### src/rtl/smc_bound_ctrl_if.sv
// Command/bound bundle between the CPU execute stage, smc_bound_ctrl and the SMC range checker.
interface smc_bound_ctrl_if #(
    parameter int unsigned AW = 32
);
    logic          cmd_valid;
    logic [1:0]    cmd_op;
    logic [AW-1:0] cmd_data;
    logic          cmd_ready;
    logic [AW-1:0] low_bound;
    logic [AW-1:0] high_bound;
    logic          smc_ce;
    logic          err;

    modport master (
        output cmd_valid, cmd_op, cmd_data,
        input  cmd_ready, low_bound, high_bound, smc_ce, err
    );

    modport slave (
        input  cmd_valid, cmd_op, cmd_data,
        output cmd_ready, low_bound, high_bound, smc_ce, err
    );
endinterface

### src/rtl/smc_bound_ctrl.sv
// SMC bound programming front end: loads, validates and arms the low/high bound registers.
// Optional cache-line alignment of stored bounds is enabled by defining SMC_BOUND_ALIGN_EN.
module smc_bound_ctrl #(
    parameter int unsigned AW        = 32,
    parameter int unsigned LINE_BITS = 4
) (
    input logic           clk,
    input logic           rst,
    smc_bound_ctrl_if.slave bus
);
    localparam logic [1:0] OP_NOP   = 2'b00;
    localparam logic [1:0] OP_LOW   = 2'b01;
    localparam logic [1:0] OP_HIGH  = 2'b10;
    localparam logic [1:0] OP_CLEAR = 2'b11;

`ifdef SMC_BOUND_ALIGN_EN
    localparam bit ALIGN_EN = 1'b1;
`else
    localparam bit ALIGN_EN = 1'b0;
`endif

    // Low bound clears these bits, high bound sets them; all-zero when alignment is off.
    localparam logic [AW-1:0] LINE_MASK =
        ALIGN_EN ? AW'((64'd1 << LINE_BITS) - 64'd1) : '0;

    typedef enum logic [2:0] {
        S_IDLE,
        S_HALF,
        S_CHECK,
        S_ARMED,
        S_ERR
    } state_t;

    state_t        state_q, state_d;
    logic [AW-1:0] low_q, low_d;
    logic [AW-1:0] high_q, high_d;
    logic          ready_q, ce_q, err_q;
    logic          accept;

    assign accept = bus.cmd_valid & ready_q;

    // Next-state and bound-update logic.
    always_comb begin
        state_d = state_q;
        low_d   = low_q;
        high_d  = high_q;

        unique case (state_q)
            S_IDLE: begin
                if (accept) begin
                    if (bus.cmd_op == OP_LOW) begin
                        low_d   = bus.cmd_data & ~LINE_MASK;
                        state_d = S_HALF;
                    end else if (bus.cmd_op == OP_HIGH) begin
                        state_d = S_ERR;
                    end
                end
            end
            S_HALF: begin
                if (accept) begin
                    if (bus.cmd_op == OP_LOW) begin
                        low_d = bus.cmd_data & ~LINE_MASK;
                    end else if (bus.cmd_op == OP_HIGH) begin
                        high_d  = bus.cmd_data | LINE_MASK;
                        state_d = S_CHECK;
                    end else if (bus.cmd_op == OP_CLEAR) begin
                        state_d = S_IDLE;
                    end
                end
            end
            S_CHECK: begin
                state_d = (high_q >= low_q) ? S_ARMED : S_ERR;
            end
            S_ARMED: begin
                if (accept) begin
                    if (bus.cmd_op == OP_LOW || bus.cmd_op == OP_HIGH) begin
                        state_d = S_ERR;
                    end else if (bus.cmd_op == OP_CLEAR) begin
                        state_d = S_IDLE;
                    end
                end
            end
            S_ERR: begin
                if (accept && bus.cmd_op == OP_CLEAR) begin
                    state_d = S_IDLE;
                end
            end
            default: state_d = S_IDLE;
        endcase

        // CLEAR wipes both bounds; it is never accepted during CHECK.
        if (accept && bus.cmd_op == OP_CLEAR) begin
            low_d  = '0;
            high_d = '0;
        end
    end

    // Outputs are registered from the next state so they line up with it.
    always_ff @(posedge clk or posedge rst) begin
        if (rst) begin
            state_q <= S_IDLE;
            low_q   <= '0;
            high_q  <= '0;
            ready_q <= 1'b1;
            ce_q    <= 1'b0;
            err_q   <= 1'b0;
        end else begin
            state_q <= state_d;
            low_q   <= low_d;
            high_q  <= high_d;
            ready_q <= (state_d != S_CHECK);
            ce_q    <= (state_d == S_ARMED);
            err_q   <= (state_d == S_ERR);
        end
    end

    assign bus.cmd_ready  = ready_q;
    assign bus.low_bound  = low_q;
    assign bus.high_bound = high_q;
    assign bus.smc_ce     = ce_q;
    assign bus.err        = err_q;

    logic unused_nop;
    assign unused_nop = (OP_NOP == 2'b00);
endmodule

### src/flat_wrapper.sv
// flat-port wrapper written by rule: the top's interface ports become plain ports
module smc_bound_ctrl_flat 
#(
    parameter int unsigned AW        = 32,
    parameter int unsigned LINE_BITS = 4
)
  (clk, rst, bus_cmd_valid, bus_cmd_op, bus_cmd_data, bus_cmd_ready, bus_low_bound, bus_high_bound, bus_smc_ce, bus_err);
  smc_bound_ctrl_if #(.AW(AW)) bus_i ();
  input logic clk;
  input logic rst;
  input wire logic [$bits(bus_i.cmd_valid)-1:0] bus_cmd_valid;
  input wire logic [$bits(bus_i.cmd_op)-1:0] bus_cmd_op;
  input wire logic [$bits(bus_i.cmd_data)-1:0] bus_cmd_data;
  output wire logic [$bits(bus_i.cmd_ready)-1:0] bus_cmd_ready;
  output wire logic [$bits(bus_i.low_bound)-1:0] bus_low_bound;
  output wire logic [$bits(bus_i.high_bound)-1:0] bus_high_bound;
  output wire logic [$bits(bus_i.smc_ce)-1:0] bus_smc_ce;
  output wire logic [$bits(bus_i.err)-1:0] bus_err;
  assign bus_i.cmd_valid = bus_cmd_valid;
  assign bus_i.cmd_op = bus_cmd_op;
  assign bus_i.cmd_data = bus_cmd_data;
  assign bus_cmd_ready = bus_i.cmd_ready;
  assign bus_low_bound = bus_i.low_bound;
  assign bus_high_bound = bus_i.high_bound;
  assign bus_smc_ce = bus_i.smc_ce;
  assign bus_err = bus_i.err;
  smc_bound_ctrl #(.AW(AW), .LINE_BITS(LINE_BITS)) u_core (.clk(clk), .rst(rst), .bus(bus_i));
endmodule
### config.mk
export PLATFORM = sky130hd
export DESIGN_NAME = smc_bound_ctrl_flat
export DESIGN_NICKNAME = d
export VERILOG_FILES = /design/src/rtl/smc_bound_ctrl_if.sv /design/src/rtl/smc_bound_ctrl.sv /design/src/flat_wrapper.sv
export SDC_FILE = /design/constraint.sdc
export NUM_CORES = 1
export LEC_CHECK = 0
export ABC_AREA = 1
export CAP_MARGIN = 40
export CORE_UTILIZATION = 49
export DETAILED_ROUTE_END_ITERATION = 16
export PLACE_DENSITY = 0.85
export SLEW_MARGIN = 25
export SYNTH_ARGS = -nofsm -noshare
export SYNTH_HDL_FRONTEND = slang
export SYNTH_SLANG_ARGS = --single-unit
export TNS_END_PERCENT = 20
### constraint.sdc
create_clock -name clk -period 3.2 [get_ports clk]
set_clock_uncertainty 0.2 [all_clocks]
set_input_delay 0.48 -clock clk [delete_from_list [all_inputs] [get_ports clk]]
set_output_delay 0.48 -clock clk [all_outputs]
set_load 0.02 [all_outputs]
==> summary.txt, run 1 <==
Critical path
  – Reg-to-reg endpoint: u_core.bus.high_bound[9]$_DFFE_PP0P_
  – Register-to-Register Path Depth: 9
  – Class of the most critical setup path: primary input to flop
  – Worst Setup Start Kind: primary input
  – Setup crit end kind: flop
  – Worst endpoint required time: 3.21 ns
  – CP arrival: 2.57 ns
  – Worst R2R Start: u_core.bus.cmd_ready$_DFF_PP1_
  – Crit Path Max Fanout: 28
  – R2r setup slk: 1.12 ns

Layout
  – Register area: 1750 sq um
  – Final net count: 617
  – Share of cells above drive strength 1: 0.136
  – Multi-input gate area: 1800 sq um
  – Final core occ: 0.670
  – Area Overhead vs Synth: 32.3%
  – # fillers: 597
  – # diodes: 0
  – Finished Cell Area: 5170 sq um

Global route
  – Vias in the first global route: 3160
  – First-pass GRT wire length: 14.5 mm
  – Largest net degree at the start of global routing: 65
  – Initial antenna violation count: 0
  – GRT overflow: 0
  – Total global-route track usage: 0.219

Routing
  – DRC: 0
  – Mean number of vias per cell: 5.00
  – Drt total wl: 8.66 mm
  – Drt first-iter violations: 141
  – Routed WL per cell: 13.3 microns
  – Total number of vias: 3258
  – First-pass DRT Iterations: 4
  – DRT antenna net count: 0

Die
  – Die width: 91.3 microns
  – Ports: 104
  – Row count: 32
  – Die H: 91.3 microns
  – Initial Utilization: 0.506
  – Die area: 8340 sq um
  – Core area: 7730 sq um

STA
  – FMAX: 391 MHz
  – Period minus WS final: 2.56 ns
  – RSZ-0062 raised after global routing: no
  – Setup_tns: 0 ns
  – Number of setup violations in the final report: 0
  – Fin crit share: 0.800
  – Fin. max-slew vios: 0
  – Final Hold Viols: 0
  – Slew headroom: 0.636
  – Worst Tran Pin Value: 0.545 ns
  – Hold WS: 0.312 ns

Synthesis
  – YS warnings: 0
  – Mapped Nets: 513
  – Async set-reset flop share out of synthesis: 1.00
  – Unique masters post-synth: 30
  – Avg Cell Area, Syn: 8.87 sq um
  – Post-synth EDFFs: 0
  – Synth cell count leaders: nand2_1, dfrtp_1, inv_1, nor2_1, ha_1
  – Top-count cell post-synth: nand2_1
  – Mapped Cells: 441
  – Primary FF master, synth: dfrtp_1
  – Register bit total from synthesis: 70
  – Leading area contributor after synthesis: dfrtp_1
  – Sequential fraction of the synthesis area: 0.448
  – Mapped Area: 3910 sq um
  – Top post-synthesis cells by area: dfrtp_1, ha_1, nand2_1, a21oi_2, inv_1
  – Synth top area share: 0.442

Power and ir drop
  – Pwr dens: 835 nW/um^2
  – Max VDD drop: 0.405 mV
  – LEAKAGE: 0.00259 uW

Run
  – Total of max-cap violations: 0

Clock network
  – CTS resizes: 0
  – CTS sink cnt: 70
  – Hold-fix buffers, CTS: 0
  – Max Root-Sink Buffers: 2
  – Number of buffers created by CTS: 9
  – CTS clk-pin slew, worst paths: 0.08 ns
  – # H-tree levels: 3
  – TritonCTS clock tree: built
  – Setup bufs post-CTS: 0
  – CTS Root Cell: clkbuf_8
  – Worst-Skew Late Latency: 0.34 ns

Placement
  – DP HPWL: 6.33 mm
  – Post-DP Area: 5000 sq um
  – Routability cong.: 0.924
  – Port Buffer Count: 103

Hold path
  – Hold crit path type: primary input to asynchronous set/reset pin

Outcome
  – Status: completed
[worst max path at each step]
stage	cells past startpoint	endpoint	slack, ns	start
after CTS	9	u_core.bus.high_bound[9]$_DFFE_PP0P_	0.66	bus_cmd_op[0]
after floorplan	1	u_core.bus.err$_DFF_PP0_	0.75	rst
after global placement	10	u_core.bus.high_bound[8]$_DFFE_PP0P_	0.13	bus_cmd_op[0]
final	9	u_core.bus.high_bound[9]$_DFFE_PP0P_	0.64	bus_cmd_op[0]
after detailed placement	9	u_core.bus.high_bound[9]$_DFFE_PP0P_	0.32	bus_cmd_op[0]
after global routing	11	u_core.bus.high_bound[9]$_DFFE_PP0P_	0.47	bus_cmd_op[1]
[cells in the final DEF, fill, tap and decap left out, types with 2 or more instances in the layout]
| cell | netlist | routed |
|---|---|---|
| buf_12 | 0 | 2 |
| a21oi_1 | 16 | 16 |
| inv_1 | 54 | 53 |
| clkbuf_1 | 0 | 3 |
| dfrtp_1 | 69 | 69 |
| a21o_1 | 2 | 2 |
| nand4_1 | 2 | 2 |
| o21ai_2 | 18 | 18 |
| a21oi_2 | 28 | 28 |
| o21ai_1 | 4 | 4 |
| nand3_1 | 7 | 7 |
| clkinv_2 | 0 | 2 |
| nor2_4 | 2 | 2 |
| clkbuf_8 | 0 | 11 |
| o21ai_0 | 14 | 14 |
| ha_1 | 35 | 35 |
| buf_4 | 1 | 2 |
| nor3_1 | 5 | 5 |
| nor2_1 | 50 | 50 |
| clkdlybuf4s50_1 | 0 | 103 |
| nand2_1 | 109 | 109 |
[through the flow]
stage	power [uW]	setup slack (ns)	std cells
2_1_floorplan	2790	0.753	441
3_3_place_gp	3610	0.131	635
3_5_place_dp	3700	0.316	636
4_1_cts	4350	0.661	652
5_1_grt	4630	0.474	652
6_report	4320	0.640	652
[logic make-up after synthesis]
| logic type | after synthesis | synth area share |
|---|---|---|
| AOI/OAI and AO/OA | 85 | 0.158 |
| adders and majority gates | 35 | 0.112 |
| buffers and inverters | 70 | 0.0918 |
| DFF | 70 | 0.448 |
| and+or+nand+nor | 181 | 0.190 |
[state kept, by name (all words and copies together) (netlist names)]
signal	count
u_core.bus.cmd_ready	1
u_core.bus.err	1
u_core.bus.high_bound	32
u_core.bus.low_bound	32
u_core.bus.smc_ce	1
u_core.state_q	3
[worst max-delay path, stage by stage]
cell             delay, ns
clkdlybuf4s50_1       0.53
ha_1                  0.29
nor3_2                0.09
inv_1                 0.11
nor2_2                0.06
nor2_4                0.30
buf_16                0.22
buf_4                 0.32
o21ai_0               0.14
[power breakdown]
| group | switching, uW | total, uW | internal, uW |
|---|---|---|---|
| clock network | 317 | 640 | 323 |
| logic | 1180 | 2190 | 1010 |
| registers | 287 | 1490 | 1200 |
[cell type report]
cell class | count | share of cell area
multi-input cells | 301 | 0.348
flip-flops and latches | 70 | 0.339
clock inverters | 2 | 0.00193
clock buffers | 14 | 0.0314
well taps | 102 | 0.0247
repair buffers | 108 | 0.215
inverters | 55 | 0.0404
[metal layers]
metal  vias to the layer above  track usage  part of all wire
met5                         -            0                 0
met4                         0       0.0939             0.019
met3                        16       0.0402             0.050
met2                        99        0.366              0.49
met1                      1523        0.280              0.44
li1                       1620            -                 -
(Power assumes the default switching activity.)
==> inputs of run 2 (changes only) <==
==> constraint.sdc (replaced) <==
create_clock -name clk -period 2.38 [get_ports clk]
set_clock_uncertainty 0.2 [all_clocks]
set_input_delay 0.357 -clock clk [delete_from_list [all_inputs] [get_ports clk]]
set_output_delay 0.357 -clock clk [all_outputs]
set_load 0.02 [all_outputs]
==> run 2 against run 1 <==
Compared with the run above:
- core utilization grew 1.2 points
- die area is the same
- via count shrank 0.12%
- critical path depth fell by 8
- combinational power grew 37%
- clock-buffer cell count down 2
- non-clock buffer count increased by 5
- first-iteration DRC count decreased by 5.0%
- sequential share of layout area decreased by 0.61 points
- hold slack worse by 0.17 ns
- worst setup slack worse by 0.31 ns
- design area up 1.8%
==> summary.txt, run 2 (synthesized netlist as in run 1, its figures left out) <==
Die
  – Ports: 104
  – Die H: 91.3 microns
  – Core area: 7730 sq um
  – Die area: 8340 sq um
  – Initial Utilization: 0.506
  – Die width: 91.3 microns
  – Row count: 32

Layout
  – Share of cells above drive strength 1: 0.148
  – Final net count: 622
  – Cell Count, Final, Fillers Out: 657
  – Area Overhead vs Synth: 34.8%
  – Final core occ: 0.682
  – Commonest non-fill, non-tap cells in the layout: nand2_1, clkdlybuf4s50_1, dfrtp_1, inv_1, nor2_1
  – # fillers: 595
  – Commonest non-fill, non-tap cell in the layout: nand2_1
  – # diodes: 0

Critical path
  – Worst Setup Start Kind: flop
  – Max incr delay on CP: 0.60 ns
  – CP arrival: 1.49 ns
  – Worst Path Buf+Inv: 1
  – Crit Path Max Fanout: 2
  – Cells along the critical path: clkdlybuf4s50_1
  – Slowest-stage cell, CP: clkdlybuf4s50_1
  – Class of the most critical setup path: flop to output port
  – Worst path top cell family by delay: buffers and inverters
  – Setup crit end kind: output port
  – Worst endpoint required time: 1.82 ns

Power and ir drop
  – Internal power: 3540 uW
  – LEAKAGE: 0.00264 uW
  – Power share of the clock group: 0.163
  – Gate power share: 0.502
  – Part of the power in registers: 0.335
  – Net switching power: 2440 uW
  – Sw frac: 0.408
  – Pwr dens: 1140 nW/um^2
  – Tot Pwr: 5980 uW
  – Max VDD drop: 0.594 mV

Routing
  – Routed WL per cell: 13.7 microns
  – Mean number of vias per cell: 4.95
  – Drt first-iter violations: 134
  – Total number of vias: 3254
  – DRT antenna net count: 0
  – First-pass DRT Iterations: 4
  – Drt total wl: 9.01 mm
  – DRC: 0

Clock network
  – Number of buffers created by CTS: 9
  – CTS resizes: 0
  – Max Root-Sink Buffers: 2
  – CTS sink cnt: 70
  – CTS clk-pin slew, worst paths: 0.08 ns
  – TritonCTS clock tree: built
  – Worst-Skew Late Latency: 0.35 ns
  – Setup bufs post-CTS: 0
  – CTS Root Cell: clkbuf_8
  – Hold-fix buffers, CTS: 0
  – # H-tree levels: 3

STA
  – RSZ-0062 raised after global routing: no
  – Worst Tran Pin Value: 0.467 ns
  – Slew headroom: 0.688
  – Period minus WS final: 2.05 ns
  – Final Hold Viols: 0
  – Fin crit share: 0.861
  – Hold WS: 0.144 ns
  – Setup_tns: 0 ns
  – Fin. max-slew vios: 0
  – Number of setup violations in the final report: 0
  – FMAX: 488 MHz

Hold path
  – Hold crit path type: primary input to asynchronous set/reset pin

Placement
  – # placed instances: 641
  – Routability cong.: 0.929
  – Port Buffer Count: 103
  – DP HPWL: 6.75 mm

Global route
  – Initial antenna violation count: 0
  – First-pass GRT wire length: 15.2 mm
  – Total global-route track usage: 0.234
  – Vias in the first global route: 3289
  – GRT overflow: 0
  – Largest net degree at the start of global routing: 41

Outcome
  – Status: completed

Run
  – Total of max-cap violations: 0
## run 2: changes by cell type in the layout (fill, tap and decap cells not counted)
cell and change:
buf_12 +4, buf_16 -1, bufinv_16 +1, clkbuf_1 -2, clkinv_2 +1, buf_4 +2
## run 2: per-layer routing
| metal | track usage | vias up | wire length [microns] |
|---|---|---|---|
| met5 | 0 | - | 0 |
| met4 | 0.0833 | 0 | 128 |
| met3 | 0.0360 | 11 | 349 |
| met2 | 0.415 | 77 | 4660 |
| met1 | 0.289 | 1545 | 3870 |
| li1 | - | 1621 | - |
## run 2: path summary, 6_finish.rpt
kind,end,slack (ns),startpoint,cells past startpoint
min in group clk,u_core.bus.high_bound[20]$_DFFE_PP0P_,0.32,u_core.bus.high_bound[20]$_DFFE_PP0P_,2
min,u_core.bus.low_bound[19]$_DFFE_PP0P_,0.14,rst,2
max,bus_cmd_ready,0.33,u_core.bus.cmd_ready$_DFF_PP1_,1
max in group asynchronous,u_core.bus.low_bound[23]$_DFFE_PP0P_,1.30,rst,3
max reg2reg,u_core.bus.smc_ce$_DFF_PP0_,0.45,u_core.bus.low_bound[29]$_DFFE_PP0P_,10
min reg2reg,u_core.bus.high_bound[20]$_DFFE_PP0P_,0.32,u_core.bus.high_bound[20]$_DFFE_PP0P_,2
## run 2: per-stage QoR
stage	cell area (sq um)	setup slack [ns]
after floorplan	3910	0.0564
after global placement	5070	0.171
after detailed placement	5070	0.0283
after CTS	5270	0.317
after global routing	5270	0.198
final	5270	0.331
## run 2: layout make-up
type / instances / area, sq um / share of cell area
clock buffer: 12 / 155 / 0.0294
clock inverter: 4 / 45.0 / 0.00855
inverter: 55 / 209 / 0.0397
multi-input combinational: 301 / 1800 / 0.341
sequential: 70 / 1750 / 0.333
tap: 102 / 128 / 0.0242
timing repair buffer: 113 / 1180 / 0.224
## run 2: power groups by stage
stage	sequential, uW	combinational, uW	clock, uW
final	2000	3000	976
after global routing	2060	3310	1040
after CTS	2000	3030	993
after detailed placement	2020	3000	0
after global placement	2000	2890	0
after floorplan	2450	1300	0
==> inputs of run 3 (changes only) <==
--- a/config.mk
+++ b/config.mk
@@ -7,6 +7,7 @@
 export LEC_CHECK = 0
 export ABC_AREA = 1
 export CAP_MARGIN = 40
+export CORE_MARGIN = 2
 export CORE_UTILIZATION = 49
 export DETAILED_ROUTE_END_ITERATION = 16
 export PLACE_DENSITY = 0.85
==> run 3 against run 2 <==
Compared with the run above:
- die area rose by 4.4%
- design area decreased by 1.6%
- hold slack improved by 0.048 ns
- largest cell class unchanged
==> summary.txt, run 3 (synthesized netlist as in run 1, its figures left out) <==
Layout
  – # diodes: 0
  – Cell Count, Final, Fillers Out: 655
  – Commonest non-fill, non-tap cells in the layout: nand2_1, clkdlybuf4s50_1, dfrtp_1, inv_1, nor2_1
  – Commonest non-fill, non-tap cell in the layout: nand2_1
  – # fillers: 590
  – Final core occ: 0.671
  – Finished Cell Area: 5180 sq um
  – Area Overhead vs Synth: 32.6%
  – Final net count: 620
  – Share of cells above drive strength 1: 0.143

Routing
  – Total number of vias: 3255
  – Mean number of vias per cell: 4.97
  – Routed WL per cell: 13.3 microns
  – First-pass DRT Iterations: 4
  – DRC: 0
  – Drt total wl: 8.73 mm
  – DRT antenna net count: 0
  – Drt first-iter violations: 134

Critical path
  – Slowest-stage cell, CP: clkdlybuf4s50_1
  – Crit Path Max Fanout: 2
  – Max incr delay on CP: 0.62 ns
  – CP arrival: 1.50 ns
  – Setup crit end kind: output port
  – Worst Setup Start Kind: flop
  – Worst path top cell family by delay: buffers and inverters
  – Class of the most critical setup path: flop to output port
  – Cells along the critical path: clkdlybuf4s50_1
  – Worst Path Buf+Inv: 1
  – Worst endpoint required time: 1.82 ns

Die
  – Die H: 93.3 microns
  – Ports: 104
  – Row count: 32
  – Initial Utilization: 0.506
  – Core area: 7730 sq um
  – Die width: 93.3 microns
  – Die area: 8710 sq um

Global route
  – Initial antenna violation count: 0
  – First-pass GRT wire length: 15.1 mm
  – Largest net degree at the start of global routing: 71
  – GRT overflow: 0
  – Total global-route track usage: 0.218
  – Vias in the first global route: 3307

Placement
  – Routability cong.: 0.945
  – DP HPWL: 6.44 mm
  – Port Buffer Count: 103
  – Post-DP Area: 5020 sq um
  – Pre-CTS setup slack: 0.0262 ns
  – # placed instances: 639

Outcome
  – Status: completed

STA
  – RSZ-0062 raised after global routing: no
  – Number of setup violations in the final report: 0
  – Worst Tran Pin Value: 0.375 ns
  – Setup ws final: 0.328 ns
  – Slew headroom: 0.750
  – Fin crit share: 0.862
  – Setup_tns: 0 ns
  – Period minus WS final: 2.05 ns
  – Fin. max-slew vios: 0
  – Final Hold Viols: 0
  – FMAX: 487 MHz

Clock network
  – Max Root-Sink Buffers: 2
  – Hold-fix buffers, CTS: 0
  – Setup bufs post-CTS: 0
  – CTS Root Cell: clkbuf_8
  – Number of buffers created by CTS: 9
  – TritonCTS clock tree: built
  – CTS sink cnt: 70
  – CTS resizes: 0
  – # H-tree levels: 3
  – CTS clk-pin slew, worst paths: 0.07 ns
  – Worst-Skew Late Latency: 0.33 ns

Hold path
  – Hold crit path type: primary input to asynchronous set/reset pin

Power and ir drop
  – Max VDD drop: 0.552 mV
  – LEAKAGE: 0.00260 uW
  – Pwr dens: 1120 nW/um^2

Run
  – Total of max-cap violations: 0
run 3: metrics by stage:
step	hold WS (ns)	power, uW
2_1_floorplan	0.320	3750
3_3_place_gp	0.298	4880
3_5_place_dp	0.309	4990
4_1_cts	0.222	5840
5_1_grt	0.281	6250
6_report	0.192	5790
run 3: area by class of cell:
| cell class | instances | area (sq um) | area share |
|---|---|---|---|
| Sequential cell | 70 | 1750 | 0.338 |
| Tap cell | 102 | 128 | 0.0246 |
| Clock buffer | 12 | 145 | 0.0280 |
| Timing Repair Buffer | 111 | 1130 | 0.218 |
| Inverter | 55 | 209 | 0.0403 |
| Clock inverter | 4 | 22.5 | 0.00434 |
| Multi-Input combinational cell | 301 | 1800 | 0.347 |
run 3: final timing paths:
path | endpoint | startpoint | slack, ns | depth (start not counted)
worst max-delay path | bus_cmd_ready | u_core.bus.cmd_ready$_DFF_PP1_ | 0.33 | 1
worst min-delay path | u_core.bus.low_bound[15]$_DFFE_PP0P_ | rst | 0.19 | 3
worst max register to register | u_core.bus.smc_ce$_DFF_PP0_ | u_core.bus.high_bound[15]$_DFFE_PP0P_ | 0.47 | 10
worst min register to register | u_core.bus.high_bound[29]$_DFFE_PP0P_ | u_core.bus.high_bound[29]$_DFFE_PP0P_ | 0.32 | 2
max in group asynchronous | u_core.bus.cmd_ready$_DFF_PP1_ | rst | 1.43 | 3
min in group clk | u_core.bus.high_bound[29]$_DFFE_PP0P_ | u_core.bus.high_bound[29]$_DFFE_PP0P_ | 0.32 | 2
run 3: routing by layer:
layer	track usage	wire, microns
met1	0.274	3740
met2	0.376	4340
met3	0.0387	489
met4	0.0809	161
met5	0	0
run 3: power breakdown:
| part | switching, uW | total, uW | internal, uW | leakage [uW] |
|---|---|---|---|---|
| Sequential | 382 | 2000 | 1620 | 0.000836 |
| Combinational | 1600 | 2960 | 1360 | 0.00168 |
| Clock | 430 | 832 | 402 | 0.0000861 |
| Total | 2410 | 5790 | 3380 | 0.00260 |
